$ cat src/rtl/fetch_pkg.sv
// fetch_pkg: shared widths, ISA field positions and queue states for the fetch stage.
package fetch_pkg;
  localparam int ADDR_W_DEF = 16;
  localparam int INSN_W_DEF = 28;
  localparam int RESET_PC_DEF = 0;
  localparam int OPC_MSB = 27;
  localparam int OPC_LSB = 24;
  localparam int BT_MSB = 23;
  localparam int BT_LSB = 16;
  typedef enum logic [1:0] {Q_EMPTY, Q_ONE, Q_TWO} q_state_e;
endpackage

$ cat src/rtl/fetch_queue.sv
// fetch_queue: 2-entry FIFO; flush beats push, push and pop may coincide at any occupancy.
module fetch_queue
  import fetch_pkg::*;
#(
  parameter int W = 44
) (
  input  logic         clk,
  input  logic         rst,
  input  logic         push,
  input  logic         pop,
  input  logic         flush,
  input  logic [W-1:0] din,
  output logic         full,
  output logic         empty,
  output logic [W-1:0] head
);
  q_state_e st_q, st_d;
  logic [W-1:0] e0_q, e0_d, e1_q, e1_d;
  always_comb begin
    e0_d = e0_q;
    e1_d = e1_q;
    st_d = flush ? Q_EMPTY
         : (push && !pop) ? (st_q == Q_EMPTY ? Q_ONE : Q_TWO)
         : (pop && !push) ? (st_q == Q_TWO ? Q_ONE : Q_EMPTY)
         : st_q;
    if (!flush && push) begin
      if (st_q == Q_EMPTY || (st_q == Q_ONE && pop)) e0_d = din;
      else e1_d = din;
    end
    if (!flush && pop && st_q == Q_TWO) e0_d = e1_q;
  end
  always_ff @(posedge clk) begin
    if (rst) begin
      st_q <= Q_EMPTY;
      e0_q <= '0;
      e1_q <= '0;
    end else begin
      st_q <= st_d;
      e0_q <= e0_d;
      e1_q <= e1_d;
    end
  end
  assign full  = st_q == Q_TWO;
  assign empty = st_q == Q_EMPTY;
  assign head  = e0_q;
endmodule

$ cat src/rtl/fetch_unit.sv
// fetch_unit: PC, ROM addressing and 2-deep instruction queue with redirect flush.
// FETCH_PERF_CNT_EN adds saturating stall/flush counters.
module fetch_unit
  import fetch_pkg::*;
#(
  parameter int ADDR_W = ADDR_W_DEF,
  parameter int INSN_W = INSN_W_DEF,
  parameter logic [ADDR_W-1:0] RESET_PC = ADDR_W'(RESET_PC_DEF)
) (
  input  logic              Clock,
  input  logic              Reset,
  output logic [ADDR_W-1:0] oAddress,
  input  logic [INSN_W-1:0] iInstruction,
  output logic [INSN_W-1:0] oInstruction,
  output logic [ADDR_W-1:0] oPC,
  output logic              oValid,
  input  logic              iReady,
  input  logic              iBranchTaken,
  input  logic [ADDR_W-1:0] iBranchTarget
`ifdef FETCH_PERF_CNT_EN
  ,
  output logic [15:0]       oStallCnt,
  output logic [15:0]       oFlushCnt
`endif
);
  logic [ADDR_W-1:0] pc_q, pc_d;
  logic full, empty, push, pop;
  logic [INSN_W+ADDR_W-1:0] head;
  always_comb begin
    pop  = oValid && iReady;
    push = !iBranchTaken && (!full || pop);
    pc_d = iBranchTaken ? iBranchTarget : push ? pc_q + 1'b1 : pc_q;
  end
  always_ff @(posedge Clock) pc_q <= Reset ? RESET_PC : pc_d;
  fetch_queue #(.W(INSN_W + ADDR_W)) u_queue (
    .clk  (Clock),
    .rst  (Reset),
    .push (push),
    .pop  (pop),
    .flush(iBranchTaken),
    .din  ({iInstruction, pc_q}),
    .full (full),
    .empty(empty),
    .head (head)
  );
  assign oAddress = pc_q;
  assign oValid = !empty;
  assign {oInstruction, oPC} = head;
`ifdef FETCH_PERF_CNT_EN
  logic [15:0] stall_q, stall_d, flush_q, flush_d;
  always_comb begin
    stall_d = stall_q + 16'(oValid && !iReady && stall_q != 16'hFFFF);
    flush_d = flush_q + 16'(iBranchTaken && flush_q != 16'hFFFF);
  end
  always_ff @(posedge Clock) begin
    if (Reset) begin
      stall_q <= '0;
      flush_q <= '0;
    end else begin
      stall_q <= stall_d;
      flush_q <= flush_d;
    end
  end
  assign oStallCnt = stall_q;
  assign oFlushCnt = flush_q;
`endif
endmodule

$ cat config.mk
export PLATFORM = sky130hd
export DESIGN_NAME = fetch_unit
export DESIGN_NICKNAME = d
export VERILOG_FILES = /design/src/rtl/fetch_pkg.sv /design/src/rtl/fetch_queue.sv /design/src/rtl/fetch_unit.sv
export SDC_FILE = /design/constraint.sdc
export NUM_CORES = 1
export LEC_CHECK = 0
export BUFFER_PORTS_ARGS = -buffer_cell sky130_fd_sc_hd__clkbuf_2
export CORE_ASPECT_RATIO = 0.7
export CORE_UTILIZATION = 25
export DETAILED_ROUTE_END_ITERATION = 8
export SLEW_MARGIN = 20
export SYNTH_ARGS = -nofsm -noshare
export SYNTH_HDL_FRONTEND = slang
export SYNTH_SLANG_ARGS = --single-unit
$ cat constraint.sdc
create_clock -name Clock -period 3.8 [get_ports Clock]
set_input_delay 0.57 -clock Clock [delete_from_list [all_inputs] [get_ports Clock]]
set_output_delay 0.57 -clock Clock [all_outputs]
set_load 0.1 [all_outputs]
==> results of run 1 <==
==> sequential cells by signal, summed over array words and instances, names as in the netlist <==
register      count
u_queue.st_q      2
u_queue.e1_q     44
u_queue.head     44
oAddress         16
==> through the flow <==
stage	hold slack [ns]	instances	util, %	cell area (sq um)	total power (uW)
finish	0.433	887	31.3	5760	2690
global route	0.443	887	31.3	5760	2800
CTS	0.419	887	31.3	5760	2730
detailed placement	0.448	871	29.6	5440	1710
global placement	0.442	871	29.6	5440	1710
floorplan	0.436	569	-	4790	1600
==> path summary, 6_finish.rpt <==
check / end / start
max reg2reg: u_queue.head[39] / u_queue.st_q[0]
max: u_queue.head[39] / u_queue.st_q[0]
min reg2reg: u_queue.e1_q[17] / u_queue.e1_q[17]
min: u_queue.e1_q[40] / iInstruction[24]
==> routing by layer <==
layer	global-route usage, %	wire, um	up-vias
li1	-	-	2153
met1	19.7	6650	1946
met2	19.8	5490	96
met3	4.03	730	8
met4	3.61	115	0
met5	0	0	-
==> cells in the mapped netlist, drive strengths merged <==
master	number	area share, %
a21o	1	0.16
inv	5	0.39
ha	2	0.52
nor4b	2	0.50
o311a	1	0.21
nor2	15	1.2
nor3b	3	0.70
nand2b	2	0.26
nor2b	1	0.13
or3	46	6.0
maj3	1	0.23
nand4b	1	0.18
a21oi	93	9.7
mux2	1	0.23
nand3	5	0.52
nand2	99	7.8
clkbuf	40	3.2
dfxtp	106	44
buf	11	2.6
nor4	5	0.97
clkinv	1	0.078
nand4	4	0.65
nor3	4	0.42
and2	1	0.13
a311oi	2	0.37
a31oi	1	0.13
o21ai	47	4.9
and4bb	1	0.26
mux2i	45	9.4
or2	1	0.13
a211oi	9	1.4
o211ai	1	0.16
o32a	1	0.21
xnor2	11	2.0
==> cells in the final DEF (no fill, tap or decap), types with 10 or more instances in the layout <==
master / n
clkbuf_2: 106
buf_4: 10
mux2i_1: 45
or3_1: 46
a21oi_1: 92
o21ai_1: 25
nand2_1: 99
o21ai_0: 22
nor2_1: 15
dfxtp_1: 106
xnor2_1: 11
==> layout make-up <==
cell class                      instances  area, sq um  area share (%)
Tap cell                              236          295            5.13
Inverter                                6         22.5           0.391
Sequential cell                       106         2120            36.9
Clock buffer                            9          225            3.91
Multi-Input combinational cell        406         2380            41.4
Clock inverter                          7         95.1            1.65
Timing Repair Buffer                  117          611            10.6
==> cells by family (layout without fill, tap and decap cells) <==
logic type | Yosys count | count (layout) | synth area share [%]
simple gates | 190 | 190 | 19.8
compound gates | 156 | 156 | 17.3
flops | 106 | 106 | 44.3
buf+inv | 57 | 139 | 6.27
mux | 46 | 46 | 9.63
xor+xnor | 11 | 11 | 2.01
fa+ha+maj | 3 | 3 | 0.757
==> power groups by stage <==
stage | Clock (uW) | Sequential, uW | Combinational [uW]
final | 1010 | 1200 | 485
after detailed placement | 0 | 1220 | 488
after floorplan | 0 | 1470 | 128
after global placement | 0 | 1220 | 487
after CTS | 1050 | 1200 | 489
after global routing | 1080 | 1200 | 515
==> critical path, delay by kind of cell, from the launching register on <==
kind | cells | cell delay [ns]
and+or+nand+nor | 1 | 0.16
adders and majority gates | 1 | 0.93
AOI/OAI and AO/OA | 1 | 0.06
buffers and inverters | 1 | 0.41
DFF | 1 | 0.52
==> reports/metrics.csv, run 1 <==
stage,metric,value,unit
setup_path,arrival,2.45,ns
timing,period_share,58.5,%
clock_tree,clk_latency,0.36,ns
power_and_ir_drop,leakagePower,0.00204,uW
global_route,grt_usage,13.8,%
floorplan,io_pins,109,
floorplan,die_h,118,um
yosys,synth_cells,569,
clock_tree,cts_sinks,106,
detailed_routing,first_iter_violations,191,
setup_path,worst-path-max-fanout,61,
power_and_ir_drop,swShare,33.6,%
setup_path,r2r_slack,1.58,ns
floorplan,core,18400,sq um
clock_tree,tritoncts,yes,
yosys,synth_area_per_cell,8.42,sq um
placement,portBuffers,108,
floorplan,die_w,167,um
setup_path,worstRegToRegCells,4,
timing,relSlewSlack,33.9,%
setup_path,startpoint_type,register,
yosys,ys_ff_latch,106,
yosys,syn_nets,619,
power_and_ir_drop,intPower,1780,uW
hold_path,hold_class,in2reg,
setup_path,critPathCaptureType,register,
detailed_routing,first_pass_iters,4,
global_route,antenna_found_initial,0,
yosys,syn_area,4790,sq um
detailed_routing,dr_total_vias,4203,
setup_path,worstSetupPathType,reg2reg,
layout,drive_above_1_share,21.7,%
timing,period_minus_slack,2.22,ns
layout,insertedDiodeCount,0,
yosys,synth_cell_types,43,
timing,rsz0062_at_grt,no,
global_route,grt_pass1_wl,21500,um
floorplan,rows,41,
clock_tree,post_cts_buffers,0,
status,status,completed,
timing,fin_skew,0.00860,ns
layout,layout-area-overhead-vs-synth,20.1,%
timing,slew_violations,0,
timing,tightest_slew,0.991,ns
clock_tree,cts-buffers-inserted,9,
placement,gp_congestion,0.726,
placement,hpwl,8560,um
clock_tree,cts_max_level,3,
power_and_ir_drop,seqPwrFrac,44.5,%
hold_path,whs_path_depth,3,
detailed_routing,ant_nets,0,
timing,hold_viol_final,0,
layout,layout.nets,696,
clock_tree,cts-resized-gates,0,
timing,fin_setup_tns,0,ns
power_and_ir_drop,p_per_area,467,nW/um^2
placement,post-place-ws,1.28,ns
clock_tree,clkSlewWorstSetupHoldPaths,0.08,ns
global_route,grt_max_degree,62,
timing,setup_viol,0,
clock_tree,holdBufCountCts,0,
clock_tree,cts-root-buf,clkbuf_16,
timing,setup_ws,1.58,ns
job,max_cap_violations,0,
detailed_routing,wire_per_inst,14.6,um
power_and_ir_drop,ir_worst_vdd,0.000177,V
power_and_ir_drop,power.switching,903,uW
timing,fmax,450,MHz
setup_path,critical_path_required,4.02,ns
detailed_routing,vias_per_cell,4.74,
yosys,synth-seq-area-share,44.3,%
yosys,yosys_warnings,0,
global_route,overflow,0,
power_and_ir_drop,pwr-share-clk,37.4,%
detailed_routing,finalWirelength,13000,um
setup_path,crit_slowest_cell,maj3_2,
floorplan,dieArea,19700,sq um
layout,fill_cells,1973,
detailed_routing,drc,0,
global_route,grt_pass1_vias,3917,
setup_path,worstPathCellList,"maj3_2, buf_4, or3_1, a21oi_1",
floorplan,start_util,26.1,%
setup_path,cpPeakStageDelay,0.93,ns
power_and_ir_drop,p_comb_share,18.1,%
clock_tree,clockBufferDepth,2,
Note: power is estimated with default switching activity, not from simulation.
==> inputs of run 2 (changes only) <==
Settings changed: ABC_AREA set to 1.
Clock period 3.8 ns to 1.94 ns, I/O delays scaled along.
==> reports/metrics.csv, run 2 <==
stage,metric,value,unit
floorplan,die_h,115,um
yosys,yosys.area_share.simple,15.7,%
clock_tree,post_cts_buffers,0,
yosys,synth_compound_area_share,22.2,%
yosys,synth_top_flop_cell,dfxtp_1,
timing,rsz0062_at_grt,no,
detailed_routing,wire_per_inst,13.6,um
layout,layout_commonest_cell,o21ai_0,
setup_path,crit_buf_inv,2,
setup_path,worstSetupPathType,reg2reg,
clock_tree,cts-root-buf,clkbuf_16,
yosys,synthAdderAreaFrac,0.553,%
setup_path,cpPeakStageDelay,0.42,ns
clock_tree,clk_latency,0.35,ns
yosys,syn_nets,630,
timing,setup_viol,0,
floorplan,die_w,163,um
placement,portBuffers,108,
yosys,ys_ff_latch,106,
floorplan,rows,40,
yosys,synth_area_per_cell,7.80,sq um
clock_tree,clkSlewWorstSetupHoldPaths,0.07,ns
layout,drive_above_1_share,22.8,%
timing,period_share,89.1,%
global_route,grt_pass1_wl,19900,um
global_route,antenna_found_initial,0,
clock_tree,cts-buffers-inserted,9,
yosys,synth.most_common_cell,o21ai_0,
yosys,synth_mux_area_share,6.63,%
clock_tree,cts-resized-gates,0,
layout,layout.nets,725,
placement,gp_congestion,0.804,
timing,relSlewSlack,61.9,%
global_route,grt_max_degree,88,
yosys,synth_top_area_share,46.9,%
yosys,yosysTopAreaCell,dfxtp_1,
timing,fin_skew,0.00824,ns
placement,hpwl,8340,um
detailed_routing,drc,0,
layout,instances_no_fill,911,
layout,layout_common_cells,"110 x o21ai_0, 108 x clkbuf_2, 101 x dfxtp_1",
global_route,overflow,0,
setup_path,worstPathCellList,"inv_1, nor2_4, nand2_2, nand2_4, inv_2, ha_1, a2111oi_0",
clock_tree,clockBufferDepth,2,
yosys,synthArstFlopShare,0,%
layout,insertedDiodeCount,0,
yosys,synth_cell_types,28,
detailed_routing,vias_per_cell,4.46,
yosys,syn_area,4530,sq um
yosys,synth-seq-area-share,46.9,%
yosys,yosys_warnings,0,
detailed_routing,dr_total_vias,4059,
timing,fmax,578,MHz
setup_path,critical_path_required,2.16,ns
yosys,synth_xor_area_share,0.774,%
status,status,completed,
timing,fin_setup_tns,0,ns
timing,tightest_slew,0.574,ns
clock_tree,holdBufCountCts,0,
placement,place_inst,895,
setup_path,critPathTopFamily,simple AND/OR/NAND/NOR gates,
power_and_ir_drop,power.total,5710,uW
layout,fin_area,5630,sq um
power_and_ir_drop,p_per_area,1010,nW/um^2
clock_tree,cts_sinks,106,
yosys,netlist_top_cells_count,"110 x o21ai_0, 106 x dfxtp_1, 80 x nor2_1, 70 x a21oi_1, 65 x nand2_1",
placement,place_area,5320,sq um
layout,layout-area-overhead-vs-synth,24.4,%
floorplan,io_pins,109,
global_route,grt_pass1_vias,3780,
timing,hold_viol_final,0,
detailed_routing,first_pass_iters,7,
floorplan,core,17400,sq um
floorplan,start_util,26.0,%
setup_path,arrival,1.95,ns
clock_tree,tritoncts,yes,
setup_path,crit_slowest_cell,a2111oi_0,
hold_path,min-delay-start,iBranchTarget[5],
setup_path,critPathCaptureType,register,
detailed_routing,finalWirelength,12400,um
timing,period_minus_slack,1.73,ns
timing,slew_violations,0,
power_and_ir_drop,ir_worst_vdd,0.000401,V
clock_tree,cts_max_level,3,
setup_path,startpoint_type,register,
hold_path,hold_class,in2reg,
detailed_routing,first_iter_violations,195,
global_route,grt_usage,13.6,%
yosys,synth_edf_count,0,
job,max_cap_violations,0,
detailed_routing,ant_nets,0,
setup_path,reg2reg_from,u_queue.st_q[1],
yosys,synth_top_family_by_area,compound AO/OA/AOI/OAI gates,
yosys,synth_area_leaders,"dfxtp_1 47%, o21ai_0 12%, a21oi_1 7.7%",
yosys,synth_cells,580,
layout,fin_util,32.3,%
setup_path,critPathLaunch,u_queue.st_q[1],
floorplan,dieArea,18700,sq um
setup_path,worst-path-max-fanout,6,
power_and_ir_drop,leakagePower,0.00269,uW
run 2: per-layer routing:
layer | vias to the layer above | track usage (%) | wire length (um)
met3 | 4 | 4.27 | 534
li1 | 2144 | - | -
met1 | 1843 | 19.6 | 6730
met2 | 68 | 19.3 | 5060
met4 | 0 | 3.55 | 58
met5 | - | 0 | 0
run 2: worst reg2reg max path, stage by stage (launching register included):
cell and delay [ns]:
dfxtp_1 0.33, inv_1 0.09, nor2_4 0.14, nand2_2 0.14, nand2_4 0.14, inv_2 0.05
ha_1 0.30, a2111oi_0 0.42
run 2: worst paths after layout:
kind                            slack, ns         endpoint  cells after the start
worst max-delay path                 0.21  u_queue.st_q[1]                      7
worst min-delay path                 0.18      oAddress[5]                      3
worst max register to register       0.21  u_queue.st_q[1]                      7
worst min register to register       0.50     oAddress[15]                      2
run 2: where the power goes:
group,switching (uW),internal [uW],leakage [uW]
Sequential,90.0,2330,0.000872
Combinational,1110,252,0.00166
Clock,821,1110,0.000159
run 2: layout make-up:
class	instances	area [sq um]
Fill cell	1883	11800
Sequential cell	106	2130
Multi-Input combinational cell	403	2080
Timing Repair Buffer	121	688
Tap cell	231	289
Clock buffer	12	267
Inverter	34	131
Clock inverter	4	48.8
run 2: stage by stage:
stage	hold WS, ns	worst slack, ns
CTS	0.167	0.200
finish	0.184	0.211
floorplan	0.426	-0.0393
global placement	0.481	0.292
global route	0.176	0.0822
detailed placement	0.490	0.217
run 2: cell families after synthesis:
logic type,Yosys count
AOI/OAI and AO/OA,196
xor gates and xnor gates,4
adders and majority gates,2
muxes,30
buffers and inverters,71
and+or+nand+nor,171
DFF,106
==> inputs of run 3 (changes only) <==
Settings changed: ABC_AREA 1 to unset, BUFFER_PORTS_ARGS -buffer_cell sky130_fd_sc_hd__clkbuf_2 to unset, DONT_BUFFER_PORTS set to 1.
==> reports/metrics.csv, run 3 (synthesis gave the netlist of run 1 again) <==
stage,metric,value,unit
status,status,completed,
floorplan,die_h,118,um
detailed_routing,ant_nets,0,
clock_tree,cts-root-buf,clkbuf_16,
timing,relSlewSlack,40.1,%
setup_path,startpoint_type,register,
clock_tree,clk_latency,0.36,ns
setup_path,worstPathCellList,"nor3b_4, buf_4, xnor2_1, nand2_1, a21oi_1, dlygate4sd3_1",
floorplan,start_util,26.1,%
floorplan,io_pins,109,
detailed_routing,first_pass_iters,4,
clock_tree,cts_sinks,106,
timing,period_share,90.6,%
layout,layout.nets,657,
detailed_routing,first_iter_violations,204,
power_and_ir_drop,leakagePower,0.00193,uW
timing,period_minus_slack,1.76,ns
setup_path,crit_slowest_cell,dlygate4sd3_1,
setup_path,critical_path_required,2.23,ns
floorplan,core,18400,sq um
timing,setup_viol,0,
timing,fin_skew,0.00908,ns
clock_tree,cts_max_level,3,
floorplan,dieArea,19700,sq um
floorplan,die_w,167,um
global_route,overflow,0,
power_and_ir_drop,p_per_area,875,nW/um^2
setup_path,cpPeakStageDelay,0.54,ns
setup_path,worstSetupPathType,reg2reg,
global_route,antenna_found_initial,0,
setup_path,arrival,2.05,ns
global_route,grt_max_degree,107,
timing,hold_viol_final,0,
setup_path,crit_buf_inv,2,
layout,drive_above_1_share,18.0,%
power_and_ir_drop,ir_worst_vdd,0.000311,V
detailed_routing,finalWirelength,13500,um
detailed_routing,vias_per_cell,4.77,
detailed_routing,drc,0,
global_route,grt_usage,13.2,%
floorplan,rows,41,
detailed_routing,dr_total_vias,4049,
layout,instances_no_fill,848,
placement,place_inst,825,
clock_tree,tritoncts,yes,
layout,insertedDiodeCount,0,
placement,hpwl,8150,um
timing,fmax,569,MHz
clock_tree,cts-buffers-inserted,9,
setup_path,critPathTopFamily,buffers and inverters,
timing,whs,0.00748,ns
layout,layout_common_cells,"99 x nand2_1, 93 x dfxtp_1, 92 x a21oi_1",
timing,slew_violations,0,
power_and_ir_drop,power.total,5060,uW
placement,gp_congestion,0.728,
layout,layout-area-overhead-vs-synth,20.7,%
layout,layout_commonest_cell,nand2_1,
clock_tree,clkSlewWorstSetupHoldPaths,0.08,ns
placement,portBuffers,0,
setup_path,worst-path-max-fanout,7,
global_route,grt_pass1_wl,20700,um
global_route,grt_pass1_vias,3824,
timing,fin_setup_tns,0,ns
setup_path,critPathCaptureType,register,
clock_tree,clockBufferDepth,2,
clock_tree,post_cts_buffers,0,
timing,rsz0062_at_grt,no,
job,max_cap_violations,0,
timing,tightest_slew,0.899,ns
layout,fin_util,31.5,%
hold_path,hold_class,in2reg,
detailed_routing,wire_per_inst,16.0,um
run 3: per-stage QoR:
stage / setup WS (ns) / area (sq um)
after floorplan: 0.00297 / 4810
after global placement: 0.230 / 5410
after detailed placement: 0.194 / 5410
after CTS: 0.0676 / 5720
after global routing: 0.0175 / 5780
final: 0.182 / 5780
run 3: layer usage:
| metal | up-vias | part of all wire [%] | track usage [%] |
|---|---|---|---|
| li1 | 2065 | - | - |
| met1 | 1876 | 50 | 17.8 |
| met2 | 95 | 42 | 19.4 |
| met3 | 13 | 7.2 | 5.21 |
| met4 | 0 | 1.0 | 3.67 |
| met5 | - | 0 | 0 |
run 3: layout make-up:
| cell class | count | area [sq um] |
|---|---|---|
| Fill cell | 1989 | 12600 |
| Multi-Input combinational cell | 406 | 2390 |
| Sequential cell | 106 | 2140 |
| Timing Repair Buffer | 78 | 658 |
| Tap cell | 236 | 295 |
| Clock buffer | 9 | 225 |
| Clock inverter | 7 | 58.8 |
| Inverter | 6 | 22.5 |
run 3: worst paths after layout:
check,from,end,slack (ns),depth (start not counted)
setup reg to reg,u_queue.st_q[1],oAddress[0],0.18,6
hold reg to reg,u_queue.e1_q[8],u_queue.e1_q[8],0.45,2
hold / removal,Reset,u_queue.head[36],0.007,1
setup / recovery,u_queue.st_q[1],oAddress[0],0.18,6
run 3: where the power goes:
| part | internal [uW] | leakage [uW] | total (uW) | switching, uW |
|---|---|---|---|---|
| sequential | 2260 | 0.000869 | 2320 | 57.8 |
| clock | 893 | 0.000138 | 1790 | 900 |
| combinational | 221 | 0.000924 | 953 | 732 |
run 3: repair_timing:
item                       CTS  global route
setup endpoints to repair    0             1
hold endpoints to repair    87            15
gates resized for setup      0             1
hold buffers                 2             5
run 3: worst register-to-register path, delay by kind of cell (launching register included):
family / cells / cell delay, ns
buf+inv: 2 / 0.73
flops: 1 / 0.41
simple gates: 2 / 0.31
compound gates: 1 / 0.13
xor+xnor: 1 / 0.12
